==> config.mk <==
export PLATFORM = sky130hd
export DESIGN_NAME = fwd_hazard_unit
export DESIGN_NICKNAME = d
export VERILOG_FILES = /design/src/rtl/fwd_pkg.sv /design/src/rtl/fwd_scoreboard.sv /design/src/rtl/fwd_hazard_unit.sv
export SDC_FILE = /design/constraint.sdc
export NUM_CORES = 1
export LEC_CHECK = 0
export ABC_AREA = 1
export BUFFER_PORTS_ARGS = -buffer_cell sky130_fd_sc_hd__buf_2
export CAP_MARGIN = 20
export CORE_AREA = 2 2 170 172
export CTS_CLUSTER_SIZE = 30
export DETAILED_ROUTE_END_ITERATION = 16
export DIE_AREA = 0 0 172 174
export HOLD_SLACK_MARGIN = 0.15
export PLACE_DENSITY = 0.57
export SYNTH_ARGS = -nofsm -noshare
export SYNTH_HDL_FRONTEND = slang
export SYNTH_SLANG_ARGS = --single-unit
==> constraint.sdc <==
create_clock -name clk -period 2.55 [get_ports clk]
set_clock_uncertainty 0.05 [all_clocks]
set_input_delay 0.51 -clock clk [delete_from_list [all_inputs] [get_ports clk]]
set_output_delay 0.51 -clock clk [all_outputs]
set_load 0.05 [all_outputs]
==> src/rtl/fwd_pkg.sv <==
// Shared constants and the producer-priority encoding for the forwarding/hazard unit.
package fwd_pkg;

  localparam int XLEN = 64;
  localparam int NREG = 32;
  localparam int RAW  = $clog2(NREG);
  localparam int NSRC = 2;

  // Encoded in forwarding priority order, youngest producer first.
  typedef enum logic [1:0] {
    PRD_EX   = 2'd0,
    PRD_MM   = 2'd1,
    PRD_WB   = 2'd2,
    PRD_NONE = 2'd3
  } prd_e;

endpackage

==> src/rtl/fwd_scoreboard.sv <==
// Busy bits for destinations owned by the long-latency unit, plus per-channel lookup.
module fwd_scoreboard
  import fwd_pkg::*;
#(
  parameter int NREG = fwd_pkg::NREG,
  parameter int NSRC = fwd_pkg::NSRC,
  parameter int RAW  = $clog2(NREG)
) (
  input  logic                clk,
  input  logic                rst_n,
  input  logic                lu_issue,
  input  logic [RAW-1:0]      lu_rd,
  input  logic                lu_done,
  input  logic [RAW-1:0]      lu_done_rd,
  input  logic                lu_kill,
  input  logic [NSRC*RAW-1:0] src_idx,
  input  logic [RAW-1:0]      rd_idx,
  output logic [NSRC-1:0]     src_busy,
  output logic                rd_busy
);

  logic [NREG-1:0] busy_reg;
  logic [NREG-1:0] busy_next;

  // Clear is applied before set so a fresh issue to the same register survives its old completion.
  always_comb begin
    busy_next = busy_reg;
    if (lu_kill) begin
      busy_next = '0;
    end else begin
      if (lu_done) busy_next[lu_done_rd] = 1'b0;
      if (lu_issue && (lu_rd != '0)) busy_next[lu_rd] = 1'b1;
    end
  end

  always_ff @(posedge clk or negedge rst_n) begin
    if (!rst_n) busy_reg <= '0;
    else        busy_reg <= busy_next;
  end

  for (genvar gi = 0; gi < NSRC; gi++) begin : g_lookup
    assign src_busy[gi] = busy_reg[src_idx[gi*RAW +: RAW]];
  end

  assign rd_busy = busy_reg[rd_idx];

endmodule

==> src/rtl/fwd_hazard_unit.sv <==
// Operand forwarding, load-use and long-op scoreboard hazard detection for the ID stage.
// Optional stall performance counters are built when FWD_PERF_EN is defined.
module fwd_hazard_unit #(
  parameter int XLEN = fwd_pkg::XLEN,
  parameter int NREG = fwd_pkg::NREG,
  parameter int NSRC = fwd_pkg::NSRC,
  parameter int RAW  = $clog2(NREG)
) (
  input  logic                 clk,
  input  logic                 rst_n,
  input  logic                 id_valid,
  input  logic [NSRC*RAW-1:0]  id_rs,
  input  logic [NSRC-1:0]      id_rs_used,
  input  logic [RAW-1:0]       id_rd,
  input  logic                 id_rd_wen,
  input  logic                 ex_wen,
  input  logic [RAW-1:0]       ex_rd,
  input  logic                 ex_is_load,
  input  logic [XLEN-1:0]      ex_data,
  input  logic                 mm_wen,
  input  logic [RAW-1:0]       mm_rd,
  input  logic [XLEN-1:0]      mm_data,
  input  logic                 wb_wen,
  input  logic [RAW-1:0]       wb_rd,
  input  logic [XLEN-1:0]      wb_data,
  input  logic                 lu_issue,
  input  logic [RAW-1:0]       lu_rd,
  input  logic                 lu_done,
  input  logic [RAW-1:0]       lu_done_rd,
  input  logic                 lu_kill,
  output logic [NSRC-1:0]      fw_en,
  output logic [NSRC*XLEN-1:0] fw_data,
  output logic                 stall_id,
  output logic                 bubble_ex,
  output logic [31:0]          perf_lu_stall,
  output logic [31:0]          perf_sb_stall
);

  import fwd_pkg::*;

  logic [NSRC-1:0] src_busy;
  logic            rd_busy;
  logic [NSRC-1:0] lu_ch;
  logic [NSRC-1:0] sb_ch;
  logic            lu_haz;
  logic            sb_haz;

  fwd_scoreboard #(
    .NREG (NREG),
    .NSRC (NSRC),
    .RAW  (RAW)
  ) u_sb (
    .clk        (clk),
    .rst_n      (rst_n),
    .lu_issue   (lu_issue),
    .lu_rd      (lu_rd),
    .lu_done    (lu_done),
    .lu_done_rd (lu_done_rd),
    .lu_kill    (lu_kill),
    .src_idx    (id_rs),
    .rd_idx     (id_rd),
    .src_busy   (src_busy),
    .rd_busy    (rd_busy)
  );

  for (genvar gi = 0; gi < NSRC; gi++) begin : g_ch
    logic [RAW-1:0]  rs;
    prd_e            sel;
    logic [XLEN-1:0] data;

    assign rs = id_rs[gi*RAW +: RAW];

    // A load in EX has no data yet, so it is skipped and left to the load-use stall.
    always_comb begin
      sel = PRD_NONE;
      if (rs != '0) begin
        if (ex_wen && !ex_is_load && (ex_rd == rs)) sel = PRD_EX;
        else if (mm_wen && (mm_rd == rs))           sel = PRD_MM;
        else if (wb_wen && (wb_rd == rs))           sel = PRD_WB;
      end
    end

    always_comb begin
      data = '0;
      case (sel)
        PRD_EX:  data = ex_data;
        PRD_MM:  data = mm_data;
        PRD_WB:  data = wb_data;
        default: data = '0;
      endcase
    end

    assign fw_en[gi]                 = (sel != PRD_NONE);
    assign fw_data[gi*XLEN +: XLEN]  = data;

    assign lu_ch[gi] = id_rs_used[gi] && (rs == ex_rd);
    // The completing result reaches ID through the WB bypass in the same cycle.
    assign sb_ch[gi] = id_rs_used[gi] && src_busy[gi] && !(lu_done && (lu_done_rd == rs));
  end

  assign lu_haz = id_valid && ex_wen && ex_is_load && (ex_rd != '0) && (|lu_ch);
  assign sb_haz = id_valid && ((|sb_ch) || (id_rd_wen && (id_rd != '0) && rd_busy));

  assign stall_id  = lu_haz || sb_haz;
  assign bubble_ex = stall_id;

`ifdef FWD_PERF_EN
  logic [31:0] perf_lu_reg;
  logic [31:0] perf_sb_reg;

  always_ff @(posedge clk or negedge rst_n) begin
    if (!rst_n) begin
      perf_lu_reg <= '0;
      perf_sb_reg <= '0;
    end else begin
      if (lu_haz && (perf_lu_reg != 32'hFFFF_FFFF)) perf_lu_reg <= perf_lu_reg + 32'd1;
      if (sb_haz && (perf_sb_reg != 32'hFFFF_FFFF)) perf_sb_reg <= perf_sb_reg + 32'd1;
    end
  end

  assign perf_lu_stall = perf_lu_reg;
  assign perf_sb_stall = perf_sb_reg;
`else
  assign perf_lu_stall = '0;
  assign perf_sb_stall = '0;
`endif

endmodule

# --- Word level (Yosys, flattened, before mapping) ---
# Index checks and enable logic that the tools add are counted.
# Widths: inputs -> output; s select.
classes:
  order_cmp: 7
  n_eq_ne: 16
  muxes: 24
  n_bitwise: 3
  reduce_logical: 39
ops:
  columns: ["op", "count"]
  rows:
  - ["$pmux 64 s3", 2]
  - ["$mux 32", 4]
  - ["$eq 5x5->1", 10]
  - ["$and 32x32->32", 1]
  - ["$not 32->32", 1]
  - ["$or 32x32->32", 1]
  - ["$lt 5x6->1 const B", 5]
  - ["$logic_and 1x1->1", 25]
  - ["$reduce_bool 5->1", 5]
  - ["$bmux 1 s5", 3]
  - ["$mux 2", 6]
  - ["$demux 1 s5", 2]
  - ["$ge 5x1->1 const B", 2]
  - ["$mux 1", 7]
  - ["$eq 2x1->1 const B", 2]
  - ["$eq 2x2->1 const B", 2]
  - ["$logic_not 2->1", 2]
  - ["$ne 2x2->1 const B", 2]
  - ["$reduce_or 2->1", 2]
  - ["$logic_not 1->1", 3]
  - ["$logic_or 1x1->1", 2]
word_totals:
  reg_bits: 32
  out_inout_bits: 196
  word_cells: 90

# --- Logic depth before layout (Yosys ltp) ---
logic_depth:
  depth_word: 11
  depth_mapped: 14
  mapped_depth_nobuf: 11

# --- Hierarchy ---
# From an unflattened synthesis, not the netlist that was laid out.
unflattened:
  hier_cells: 1260
  area_unflattened_um2: 7314.5
by_module_without_submodules:
  columns: ["module", "instances", "cells_per_inst", "area_each_um2", "seq_area_each_um2"]
  rows:
  - ["fwd_hazard_unit", 1, 861, 4792.1, 0.0]
  - ["fwd_scoreboard", 1, 399, 2522.4, 800.8]

# --- Worst setup path after synthesis ---
# OpenSTA, ideal clock, no wires.
synth_timing:
  kind: "in2out"
  start: "in id_rd[0]"
  end: "out stall_id"
  arrival_ns: 2.176
  required_ns: 1.990
  path_slack_ns: -0.186
  stages: 12
  path_buffers: 3
  path_cell_list: "clkbuf_1 clkbuf_1 nand2_1 nand3_1 o21ai_0 a21oi_1 nand2_1 nand3_1 nand3_1 nand2_1 nand2_1 buf_4"
synth_via:
  elab_chain_cells: 6
synth_lines:
  columns: ["element", "line_no", "text"]
  rows:
  - ["start, declared", "fwd_hazard_unit.sv:14", "input logic [RAW-1:0] id_rd,"]
  - ["$bmux 1 s5 or $reduce_bool 5->1 (tied branches)", "fwd_scoreboard.sv:45, fwd_hazard_unit.sv:102", null]
  - ["$mux 1 (implied by the code) or $logic_and 1x1->1 (tied branches)", "fwd_scoreboard.sv:45, fwd_hazard_unit.sv:102", null]
  - ["$logic_and 1x1->1 (*)", "fwd_hazard_unit.sv:102", "assign sb_haz = id_valid && ((|sb_ch) || (id_rd_wen && (id_rd != '0) && rd_busy));"]
  - ["$logic_or 1x1->1 (*)", "fwd_hazard_unit.sv:102", null]
  - ["$logic_and 1x1->1 (*)", "fwd_hazard_unit.sv:102", null]
  - ["$logic_or 1x1->1 (*)", "fwd_hazard_unit.sv:104", "assign stall_id = lu_haz || sb_haz;"]
  - ["end, declared", "fwd_hazard_unit.sv:33", "output logic stall_id,"]
# Mark *: on every way between the ends. The rest lies on a longest branch, timed or not. The select of a mux whose other input is x is not followed.

# --- Final worst setup path ---
layout_timing:
  start: "in id_rs[0]"
  end: "out fw_data[1]"
layout_via:
  elab_chain_cells: 8
layout_lines:
  columns: ["element", "line_no", "text"]
  rows:
  - ["start, declared", "fwd_hazard_unit.sv:12", "input logic [NSRC*RAW-1:0] id_rs,"]
  - ["$eq 5x5->1", "fwd_hazard_unit.sv:79", "else if (wb_wen && (wb_rd == rs)) sel = PRD_WB;"]
  - ["$logic_and 1x1->1", "fwd_hazard_unit.sv:79", null]
  - ["$mux 1", "fwd_hazard_unit.sv:79", null]
  - ["$mux 2", "fwd_hazard_unit.sv:78", "else if (mm_wen && (mm_rd == rs)) sel = PRD_MM;"]
  - ["$mux 2", "fwd_hazard_unit.sv:77", "if (ex_wen && !ex_is_load && (ex_rd == rs)) sel = PRD_EX;"]
  - ["$mux 2 (*)", "fwd_hazard_unit.sv:76", "if (rs != '0) begin"]
  - ["$eq 2x2->1 (tied with other cells)", "fwd_hazard_unit.sv:85", "case (sel)"]
  - ["$pmux 64 s3 (*)", "fwd_hazard_unit.sv:85", null]
  - ["end, declared", "fwd_hazard_unit.sv:32", "output logic [NSRC*XLEN-1:0] fw_data,"]
# Mark *: on every way between the ends. The rest lies on a longest branch, timed or not.

==> flow_summary.json <==
{
  "power.leakage_uw": 0.00773,
  "root_buffer": "clkbuf_16",
  "grt_first_pass_wirelength_microns": 67600,
  "drt-initial-drc-count": 1746,
  "grt_max_degree": 41,
  "antenna_found_initial": 25,
  "synthTopCellsByArea": "nand3_1 (20%), nand2_1 (15%), nand4_1 (12%), dfrtp_1 (11%), nand3_2 (8.4%)",
  "multi_input_area_sq_um": 7030,
  "avgSynthCellArea_sq_um": 5.96,
  "num_io_pins": 441,
  "drv_slew": 0,
  "maxSlewHeadroom": 0.509,
  "placedInstanceArea_sq_um": 10600,
  "placed_cells": 1979,
  "outcome": "finished, violations left",
  "netlist.top_cell.by_area": "nand3_1",
  "final_nets": 1923,
  "fill_cells": 2471,
  "worstSetupPathType": "input port to primary output",
  "gp_congestion": 0.989,
  "numCtsBuffers": 5,
  "clock_latency_ps": 270,
  "clkPwrFrac": 0.187,
  "synth_cells": 1198,
  "largest_reg_flops": 32,
  "grt_usage": 0.296,
  "viasPerCell": 5.75,
  "critPathLaunchType": "input port",
  "setup_viol": 130,
  "netlist_area_sq_um": 7140,
  "crit_fanout": 6,
  "maxCapViolations": 0,
  "h-tree-depth": 2,
  "initial_core_util": 0.253,
  "core-area_sq_um": 28200,
  "ctsHoldBuffers": 0,
  "rsz0062_at_grt": "yes",
  "drt_wl_total_microns": 50700,
  "avgRoutedWirePerCell_microns": 24.5,
  "fin_crit_sh": 1.10,
  "cts_max_path_buffers": 2,
  "numPortBuffers": 376,
  "yosysSeqAreaShare": 0.112,
  "drc": 0,
  "finalHoldViolCount": 0,
  "swShare": 0.467,
  "cp-end-kind": "primary output",
  "arrival_ps": 2260,
  "p_int_uw": 1560,
  "cp.required_ps": 1990,
  "power_density_nw_per_um2": 195,
  "yosys_warnings": 0,
  "setup_slack_ps": -267,
  "ys_types": 36,
  "dp_hpwl_microns": 32900,
  "first_global_vias": 10828,
  "first_pass_iters": 6,
  "yosys.area.top_type_share": 0.198,
  "instances_no_fill": 2071,
  "clkSinkCount": 32,
  "fin_crit_ps": 2820,
  "power.net_switching_uw": 1370,
  "finalInstanceArea_sq_um": 15100,
  "fp.dieArea_sq_um": 29900,
  "syn2layout_area_growth_pct": 111,
  "max-vdd-ir-drop_mv": 0.496,
  "final-seq-area_sq_um": 801,
  "cts.clk_slew.worst_paths_ps": 50,
  "worstMarginPinSlew_ps": 736,
  "drive_gt1_frac": 0.585,
  "dieHeight_microns": 174,
  "violations": "negative setup slack",
  "grt-ovfl-total": 0,
  "hp-class": "input port to asynchronous set/reset pin",
  "combPwrFrac": 0.635,
  "die_w_microns": 172,
  "dr_total_vias": 11900,
  "ys_ff_latch": 32,
  "cts_tree": "built",
  "power_frac_seq": 0.178,
  "rows": 62,
  "clock.fmax_mhz": 355,
  "antenna_left": 0
}
critical path: stages:
cell	delay [ps]
buf_8	90
inv_6	40
nand2_2	50
nand2_2	70
a21oi_4	130
nand4_1	120
nor2_2	180
nand2_2	120
nand2_8	140
bufbuf_16	280
buf_4	120
nand3_2	90
nand3_2	130
buf_6	180
layout by cell type (no fill, tap or decap), types with 38 or more instances in the layout:
cell type,n
nand3_1,116
nand2_4,65
nand2_2,52
nand2_1,158
conb_1,64
buf_2,224
buf_6,52
nand4_1,136
buf_8,129
buf_4,87
buf_12,52
inv_1,48
a21oi_1,38
o21ai_0,45
nand3_2,192
timing repair:
action,CTS,global route
pin swaps,87,119
endpoints found under the setup margin,132,132
endpoints found under the hold margin,0,0
gates resized for setup,542,294
cloned,28,9
buffers inserted,30,17
cell families after synthesis:
logic type | after synthesis | share of synthesized area
AO/OA/AOI/OAI | 114 | 0.0900
XOR/XNOR | 14 | 0.0172
buffers and inverters | 238 | 0.204
flip-flops | 32 | 0.112
other | 1 | 0.000525
AND/OR/NAND/NOR | 799 | 0.576
power groups by stage:
stage | clock [uW] | combinational (uW) | sequential [uW]
after floorplan | 0 | 871 | 526
after global placement | 0 | 1360 | 528
after global routing | 578 | 1940 | 521
after detailed placement | 0 | 1370 | 529
after CTS | 561 | 1650 | 520
final | 549 | 1860 | 521
per-stage QoR:
step	setup WS, ps	total power, uW	hold WS [ps]	util	setup TNS (ps)
after global placement	-353	1890	479	0.376	-36280
after floorplan	-23.0	1400	164	-	-23.0
after global routing	-336	3030	309	0.533	-28450
after CTS	-199	2730	271	0.481	-15330
final	-267	2930	249	0.533	-22190
after detailed placement	-317	1900	487	0.376	-34240
final timing paths:
kind                                      to  slack, ps  cells past startpoint         startpoint
max reg2reg                 u_sb.busy_reg[5]       1710                      2   u_sb.busy_reg[5]
min reg2reg                u_sb.busy_reg[18]        500                      2  u_sb.busy_reg[18]
max                               fw_data[1]       -270                     14           id_rs[0]
min in group clk           u_sb.busy_reg[18]        500                      2  u_sb.busy_reg[18]
max in group asynchronous  u_sb.busy_reg[31]       1720                      1              rst_n
min                        u_sb.busy_reg[19]        250                      1              rst_n
cells in the mapped netlist:
| cell type | instances |
|---|---|
| a211oi_2 | 1 |
| a21boi_0 | 1 |
| a21boi_4 | 1 |
| a21oi_1 | 43 |
| a21oi_2 | 1 |
| buf_1 | 8 |
| buf_12 | 1 |
| buf_2 | 26 |
| buf_4 | 76 |
| buf_6 | 20 |
| buf_8 | 7 |
| clkbuf_1 | 33 |
| clkinv_2 | 1 |
| conb_1 | 1 |
| dfrtp_1 | 32 |
| inv_1 | 56 |
| inv_2 | 10 |
| nand2_1 | 276 |
| nand2_2 | 2 |
| nand3_1 | 282 |
| nand3_2 | 60 |
| nand4_1 | 136 |
| nand4_2 | 1 |
| nor2_1 | 22 |
| nor2_2 | 1 |
| nor3_1 | 16 |
| nor3_2 | 1 |
| o2111ai_1 | 1 |
| o211ai_1 | 10 |
| o21a_1 | 1 |
| o21ai_0 | 46 |
| o22ai_1 | 8 |
| o311ai_0 | 1 |
| or2_2 | 2 |
| xnor2_1 | 7 |
| xor2_1 | 7 |
layout make-up:
| type | count | area share |
|---|---|---|
| multi-input cells | 992 | 0.467 |
| repair buffers | 579 | 0.416 |
| flip-flops and latches | 32 | 0.0532 |
| well taps | 384 | 0.0319 |
| inverters | 67 | 0.0210 |
| clock buffers | 6 | 0.00856 |
| diodes | 9 | 0.00150 |
| repair inverters | 1 | 0.000748 |
| clock inverters | 1 | 0.000332 |
per-layer routing:
layer  part of all wire  vias to the layer above  global-route usage
met5             0.0029                        -                   0
li1                   -                     5082                   -
met2               0.43                      991               0.450
met1               0.38                     5552               0.383
met3               0.13                      251               0.103
met4              0.054                       24               0.109
No activity file was read; power rests on OpenSTA's default activity.
